`config.mk`:
```
export PLATFORM = sky130hd
export DESIGN_NAME = stage_ex_pipe
export DESIGN_NICKNAME = d
export VERILOG_FILES = /design/src/rtl/stage_ex_pipe.sv
export SDC_FILE = /design/constraint.sdc
export NUM_CORES = 1
export LEC_CHECK = 0
export CAP_MARGIN = 20
export CORE_UTILIZATION = 45
export DETAILED_ROUTE_END_ITERATION = 6
export PLACE_DENSITY = 0.72
export SYNTH_ARGS = -nofsm -noshare
export SYNTH_HDL_FRONTEND = slang
export SYNTH_SLANG_ARGS = --single-unit
```
`constraint.sdc`:
```
create_clock -name clk -period 3.8 [get_ports clk]
set_input_delay 0.95 -clock clk [delete_from_list [all_inputs] [get_ports clk]]
set_output_delay 0.95 -clock clk [all_outputs]
set_load 0.05 [all_outputs]
```
`src/rtl/stage_ex_pipe.sv`:
```
// stage_ex_pipe: registered execute stage of the mini processor.
// ALU operation, signed compare / branch resolution and the EX/MEM register,
// with a valid/ready handshake on both sides and a synchronous flush.
// A taken branch drives a one-cycle pc_write pulse and the target PC.
//
// Optional feature, enabled by defining STAGE_EX_MUL_EN:
//   aluctrl=10 runs an iterative shift-add multiply (1 multiplier bit per
//   cycle). Without the macro, aluctrl=10 yields 0 with single-cycle latency.
//
// Ports:
//   clk, reset (async, active-high)
//   in_valid/in_ready          upstream handshake
//   r1_data, r2_data, st_data  operands and store data
//   wReg1_in, aluctrl, WRegEn_in, WMemEn_in, br_en, br_cond, br_target
//   flush                      synchronous kill of in-flight work
//   out_valid/out_ready        downstream handshake
//   wReg1_out, mem_addr, wdata, WRegEn_out, WMemEn_out   EX/MEM register
//   pc_write, pc               branch-taken pulse and target
//
// state  | meaning
// S_IDLE | accepting beats (when the EX/MEM register can drain)
// S_MUL  | shift-add multiply in progress
// S_DONE | product ready, waiting to enter the EX/MEM register
module stage_ex_pipe #(
  parameter int DATA_WIDTH      = 32,
  parameter int REG_ADDR        = 3,
  parameter int IMEM_ADDR_WIDTH = 8
) (
  input  logic                       clk,
  input  logic                       reset,
  input  logic                       in_valid,
  output logic                       in_ready,
  input  logic [DATA_WIDTH-1:0]      r1_data,
  input  logic [DATA_WIDTH-1:0]      r2_data,
  input  logic [DATA_WIDTH-1:0]      st_data,
  input  logic [REG_ADDR-1:0]        wReg1_in,
  input  logic [3:0]                 aluctrl,
  input  logic                       WRegEn_in,
  input  logic                       WMemEn_in,
  input  logic                       br_en,
  input  logic [2:0]                 br_cond,
  input  logic [IMEM_ADDR_WIDTH-1:0] br_target,
  input  logic                       flush,
  output logic                       out_valid,
  input  logic                       out_ready,
  output logic [REG_ADDR-1:0]        wReg1_out,
  output logic [DATA_WIDTH-1:0]      mem_addr,
  output logic [DATA_WIDTH-1:0]      wdata,
  output logic                       WRegEn_out,
  output logic                       WMemEn_out,
  output logic                       pc_write,
  output logic [IMEM_ADDR_WIDTH-1:0] pc
);

  localparam int MSB = DATA_WIDTH - 1;

  typedef enum logic [1:0] {S_IDLE, S_MUL, S_DONE} state_t;

  state_t                     state_q, state_d;
  logic                       out_valid_q, out_valid_d;
  logic [REG_ADDR-1:0]        wreg_q, wreg_d;
  logic [DATA_WIDTH-1:0]      res_q, res_d;
  logic [DATA_WIDTH-1:0]      wdata_q, wdata_d;
  logic                       we_q, we_d;
  logic                       wme_q, wme_d;
  logic                       pc_write_q, pc_write_d;
  logic [IMEM_ADDR_WIDTH-1:0] pc_q, pc_d;

`ifdef STAGE_EX_MUL_EN
  localparam int CW = $clog2(DATA_WIDTH + 1);
  logic [DATA_WIDTH-1:0] mcand_q, mcand_d;
  logic [DATA_WIDTH-1:0] mplier_q, mplier_d;
  logic [DATA_WIDTH-1:0] acc_q, acc_d;
  logic [CW-1:0]         cnt_q, cnt_d;
`endif

  logic [DATA_WIDTH-1:0] diff;
  logic                  ovf, eq, lt, gt, taken, accept;
  logic [DATA_WIDTH-1:0] alu_res;

  // Signed compare from the subtraction: overflow flips the sign bit's meaning.
  assign diff = r1_data - r2_data;
  assign ovf  = (r1_data[MSB] ^ r2_data[MSB]) & (diff[MSB] ^ r1_data[MSB]);
  assign eq   = (diff == '0);
  assign lt   = diff[MSB] ^ ovf;
  assign gt   = !lt && !eq;

  always_comb begin
    taken = 1'b0;
    case (br_cond)
      3'd0: taken = eq;
      3'd1: taken = !eq;
      3'd2: taken = lt;
      3'd3: taken = !lt;
      3'd4: taken = gt;
      3'd5: taken = !gt;
      3'd6: taken = 1'b1;
      default: taken = 1'b0;
    endcase
  end

  always_comb begin
    alu_res = '0;
    case (aluctrl)
      4'd0: alu_res = r1_data + r2_data;
      4'd1: alu_res = diff;
      4'd2: alu_res = r1_data & r2_data;
      4'd3: alu_res = r1_data | r2_data;
      4'd4: alu_res = r1_data ^ r2_data;
      4'd5: alu_res = ~(r1_data | r2_data);
      4'd6: alu_res = r1_data << r2_data[4:0];
      4'd7: alu_res = r1_data >> r2_data[4:0];
      4'd8: alu_res = {{(DATA_WIDTH-1){1'b0}}, lt};
      4'd9: alu_res = r2_data;
      default: alu_res = '0;
    endcase
  end

  assign in_ready = !reset && (state_q == S_IDLE) && (!out_valid_q || out_ready);
  // Flush kills a same-cycle beat, so it is folded into acceptance.
  assign accept   = in_valid && in_ready && !flush;

  always_comb begin
    state_d     = state_q;
    out_valid_d = out_valid_q;
    wreg_d      = wreg_q;
    res_d       = res_q;
    wdata_d     = wdata_q;
    we_d        = we_q;
    wme_d       = wme_q;
    pc_write_d  = 1'b0;
    pc_d        = pc_q;
`ifdef STAGE_EX_MUL_EN
    mcand_d     = mcand_q;
    mplier_d    = mplier_q;
    acc_d       = acc_q;
    cnt_d       = cnt_q;
`endif

    if (accept) begin
      // The EX/MEM register is free on any acceptance, so a multiply parks
      // its side-band fields there (invalid) until the product arrives.
      wreg_d  = wReg1_in;
      res_d   = alu_res;
      wdata_d = st_data;
      we_d    = WRegEn_in;
      wme_d   = WMemEn_in;
`ifdef STAGE_EX_MUL_EN
      if (aluctrl == 4'd10) begin
        out_valid_d = 1'b0;
        state_d     = S_MUL;
        mcand_d     = r1_data;
        mplier_d    = r2_data;
        acc_d       = '0;
        cnt_d       = CW'(DATA_WIDTH);
      end else
`endif
      begin
        out_valid_d = 1'b1;
        if (br_en && taken) begin
          pc_write_d = 1'b1;
          pc_d       = br_target;
        end
      end
    end else if (out_ready) begin
      out_valid_d = 1'b0;
    end

`ifdef STAGE_EX_MUL_EN
    case (state_q)
      S_MUL: begin
        acc_d    = acc_q + (mplier_q[0] ? mcand_q : '0);
        mcand_d  = mcand_q << 1;
        mplier_d = mplier_q >> 1;
        cnt_d    = cnt_q - CW'(1);
        if (cnt_q == CW'(1)) state_d = S_DONE;
      end
      S_DONE: begin
        if (!out_valid_q || out_ready) begin
          res_d       = acc_q;
          out_valid_d = 1'b1;
          state_d     = S_IDLE;
        end
      end
      default: ;
    endcase
`endif

    if (flush) begin
      out_valid_d = 1'b0;
      pc_write_d  = 1'b0;
      state_d     = S_IDLE;
    end
  end

  always_ff @(posedge clk or posedge reset) begin
    if (reset) begin
      state_q     <= S_IDLE;
      out_valid_q <= 1'b0;
      wreg_q      <= '0;
      res_q       <= '0;
      wdata_q     <= '0;
      we_q        <= 1'b0;
      wme_q       <= 1'b0;
      pc_write_q  <= 1'b0;
      pc_q        <= '0;
`ifdef STAGE_EX_MUL_EN
      mcand_q     <= '0;
      mplier_q    <= '0;
      acc_q       <= '0;
      cnt_q       <= '0;
`endif
    end else begin
      state_q     <= state_d;
      out_valid_q <= out_valid_d;
      wreg_q      <= wreg_d;
      res_q       <= res_d;
      wdata_q     <= wdata_d;
      we_q        <= we_d;
      wme_q       <= wme_d;
      pc_write_q  <= pc_write_d;
      pc_q        <= pc_d;
`ifdef STAGE_EX_MUL_EN
      mcand_q     <= mcand_d;
      mplier_q    <= mplier_d;
      acc_q       <= acc_d;
      cnt_q       <= cnt_d;
`endif
    end
  end

  assign out_valid  = out_valid_q;
  assign wReg1_out  = wreg_q;
  assign mem_addr   = res_q;
  assign wdata      = wdata_q;
  assign WRegEn_out = we_q & out_valid_q;
  assign WMemEn_out = wme_q & out_valid_q;
  assign pc_write   = pc_write_q;
  assign pc         = pc_q;

endmodule

```
==> flow_metrics.tcl <==
set metrics [dict create \
    run_status "finished, violations left" \
    violated_checks "setup timing" \
    routed-via-count 15732 \
    mappedNetlistNets 1792 \
    criticalPathCategory "primary input to flip-flop" \
    die_height_um 160 \
    synth_area_leader_cell "dfrtp_1" \
    cts-root-buf "clkbuf_16" \
    yosys.cell_types.count 80 \
    remaining_drc_errors 0 \
    die_w_um 160 \
    cts.hold.buffers_added 0 \
    syn-instance-count 1571 \
    cts_htree_levels 3 \
    clkTransAtPathRegs_ns 0.06 \
    synth_warnings 0 \
    timing.final.setup_violations 22 \
    cp.required_ns 4.03 \
    clock_insertion_delay_worst_skew_ns 0.34 \
    internal-power_w 0.00292 \
    timing.final.crit_period_ns 6.26 \
    power.share.clock 0.156 \
    synth_most_common_cell "nand2_1" \
    dp.final_hpwl_mm 44.5 \
    synth_top_flop_cell "dfrtp_1" \
    timing.slew.headroom 0.478 \
    cts_num_sinks 79 \
    finClkSkew_ns 0.0127 \
    power_frac_seq 0.199 \
    numPortBuffers 201 \
    post_synth.cell_area_avg_um2 7.12 \
    grt_usage 0.459 \
    core_outline_area_um2 24300 \
    power.share.combinational 0.645 \
    power.switching_w 0.00246 \
    ys_ff_latch 79 \
    wire_length_of_the_first_global_routing_pass_mm 90.4 \
    cp_max_fo 5 \
    fmax_mhz 160 \
    irDropWorstVdd_v 0.000286 \
    finalCritPeriodShare 1.65 \
    avgRoutedWirePerCell_um 23.9 \
    number_of_enable_flip_flop_cells_after_synthesis 0 \
    final-hold-violation-count 0 \
    maxCapViolations 0 \
    synthArstFlopShare 1.00 \
    ys_seq_area_frac 0.177 \
    fin_hold_ws_ns 0.474 \
    final_max_slew_viol_count 0 \
    wl_mm 59.7 \
    antenna_violations_before_repair 2 \
    die_area_um2 25500 \
    deepest_clock_path_buffer_count 2 \
    initial_utilization 0.460 \
    fin_util 0.766 \
    grt_pass1_vias 15678 \
    cts_tree "done" \
    totalPowerFinal_w 0.00537 \
    gp_routability_congestion 1.04 \
    setup.worst_path.end_class "flip-flop" \
    fin_nets 2394 \
    worstMarginPinSlew_ns 0.781 \
    synth.top_cell.area_share 0.177 \
    layout-area-overhead-vs-synth_pct 66.7 \
    proportion_of_layout_cells_with_a_drive_suffix_above_1 0.338 \
    detail_route.first_pass.iterations 7 \
    synth_area_um2 11200 \
    starting_drt_drc_count 2050 \
    synth_commonest_cells "nand2_1, nor2_1, o21ai_0" \
    grt_max_degree 89 \
    antenna_left 0 \
    avgViaCountPerCell 6.29 \
    setup_slack_ns -2.46 \
    cts_made_buffers 9 \
    leakagePower_nw 8.55 \
    crit_arrival_ns 6.49 \
    io_pins 202 \
    rsz0062_at_grt "true" \
    fillCellCount 1755 \
    standard_cell_row_count 57 \
    worst_setup_path_start_kind "primary input" \
    yosys-top-cells-area "dfrtp_1, ha_1, nand2_1" \
    hp-class "flip-flop to flip-flop" \
    power.share.switching 0.457 \
    power-per-cell-area_nw_per_um2 288 \
    global_route_overflow 0 \
]
## cell type report
cell class	instances	area (µm²)	area share
flip-flops and latches	79	1980	0.106
inverters	96	397	0.0213
clock inverters	7	58.8	0.00316
multi-input cells	1282	9500	0.509
diodes	1	2.50	0.000134
clock buffers	9	225	0.0121
repair buffers	705	6080	0.326
well taps	324	405	0.0218
## layout by cell type (no fill, tap or decap), types with 12 or more instances in the layout
cell and n:
a211oi_1 13, a21o_1 23, a21oi_1 91, a21oi_2 15, a221oi_1 22, a222oi_1 23
a22oi_1 12, buf_4 461, buf_6 34, clkdlybuf4s50_1 169, dfrtp_1 79, ha_1 65
ha_4 28, inv_1 59, inv_2 29, mux2i_1 72, nand2_1 236, nand2b_1 14
nand3_1 17, nor2_1 140, nor3_1 27, o211ai_1 39, o21ai_0 128, o21ai_1 12
o22ai_1 16, xnor2_1 24
## power by group through the flow
stage,Clock (W),Sequential [W],Combinational [W]
CTS,0.000853,0.00107,0.00326
floorplan,0,0.00157,0.00113
finish,0.000839,0.00107,0.00346
global placement,0,0.00107,0.00304
global route,0.000878,0.00109,0.00361
detailed placement,0,0.00108,0.00308
## worst max-delay path, cell delays in order
cell and delay, ns:
clkdlybuf4s15_2 0.19, inv_2 0.07, ha_4 0.21, nor2_4 0.12
o311ai_4 0.16, o211ai_1 0.33, and3_4 0.26, o21ai_4 0.10
a21oi_4 0.24, a311oi_2 0.14, nor2_1 0.12, nor2_1 0.05
nor2_1 0.08, nor2_1 0.05, fa_1 0.50, nor4b_4 0.21
nand3_1 0.14, nor4_2 0.24, nand4_1 0.14, nor4_2 0.30
nand4_1 0.15, or4_4 0.52, o31a_1 0.34, nand2_2 0.11
mux2i_4 0.28, buf_6 0.17, mux2_4 0.30
## per-layer routing
metal,vias up,wire (µm),GRT usage
li1,6916,-,-
met1,7294,22200,0.571
met2,1215,26500,0.733
met4,2,3690,0.251
met3,305,7320,0.109
met5,-,13,0
## state kept, by name, indices dropped and copies added, names as in the netlist
register / flops
wReg1_out: 3
out_valid: 1
wdata: 32
pc_write: 1
mem_addr: 32
pc: 8
wme_q: 1
we_q: 1
## stage by stage
stage	cells	setup WS, ns	TNS, ns	cell area [µm²]
2_1_floorplan	1571	-2.50	-23.93	11500
5_1_grt	2502	-2.66	-27.94	18600
3_5_place_dp	2451	-3.43	-58.47	17000
3_3_place_gp	2451	-3.26	-54.67	17000
4_1_cts	2496	-2.31	-22.33	18300
6_report	2503	-2.46	-25.52	18600
## path summary, 6_finish.rpt
kind | start | to | slack [ns] | cells after the start
worst max-delay path | r1_data[3] | pc[4]$_DFFE_PP0P_ | -2.46 | 27
worst min-delay path | wReg1_out[0]$_DFFE_PP0P_ | wReg1_out[0]$_DFFE_PP0P_ | 0.47 | 2
worst max register to register | out_valid$_DFFE_PP0P_ | mem_addr[16]$_DFFE_PP0P_ | 1.66 | 6
worst min register to register | wReg1_out[0]$_DFFE_PP0P_ | wReg1_out[0]$_DFFE_PP0P_ | 0.47 | 2
max in group asynchronous | reset | mem_addr[23]$_DFFE_PP0P_ | 2.13 | 3
min in group asynchronous | reset | mem_addr[11]$_DFFE_PP0P_ | 1.04 | 2
## repair_timing
item | CTS | global route
setup endpoints to repair | 34 | 31
buffers inserted | 29 | 12
hold endpoints to repair | 0 | 0
pin swaps | 76 | 72
cloned | 2 | 1
resized for setup | 234 | 89
## cells by family after synthesis
group,count (synthesis),share of synthesized area
multiplexers,89,0.0903
AO/OA/AOI/OAI,524,0.311
flip-flops,79,0.177
AND/OR/NAND/NOR,535,0.210
adder cells (fa/ha/maj),99,0.113
buffers and inverters,210,0.0716
XOR/XNOR,35,0.0274
(Power assumes the default switching activity.)
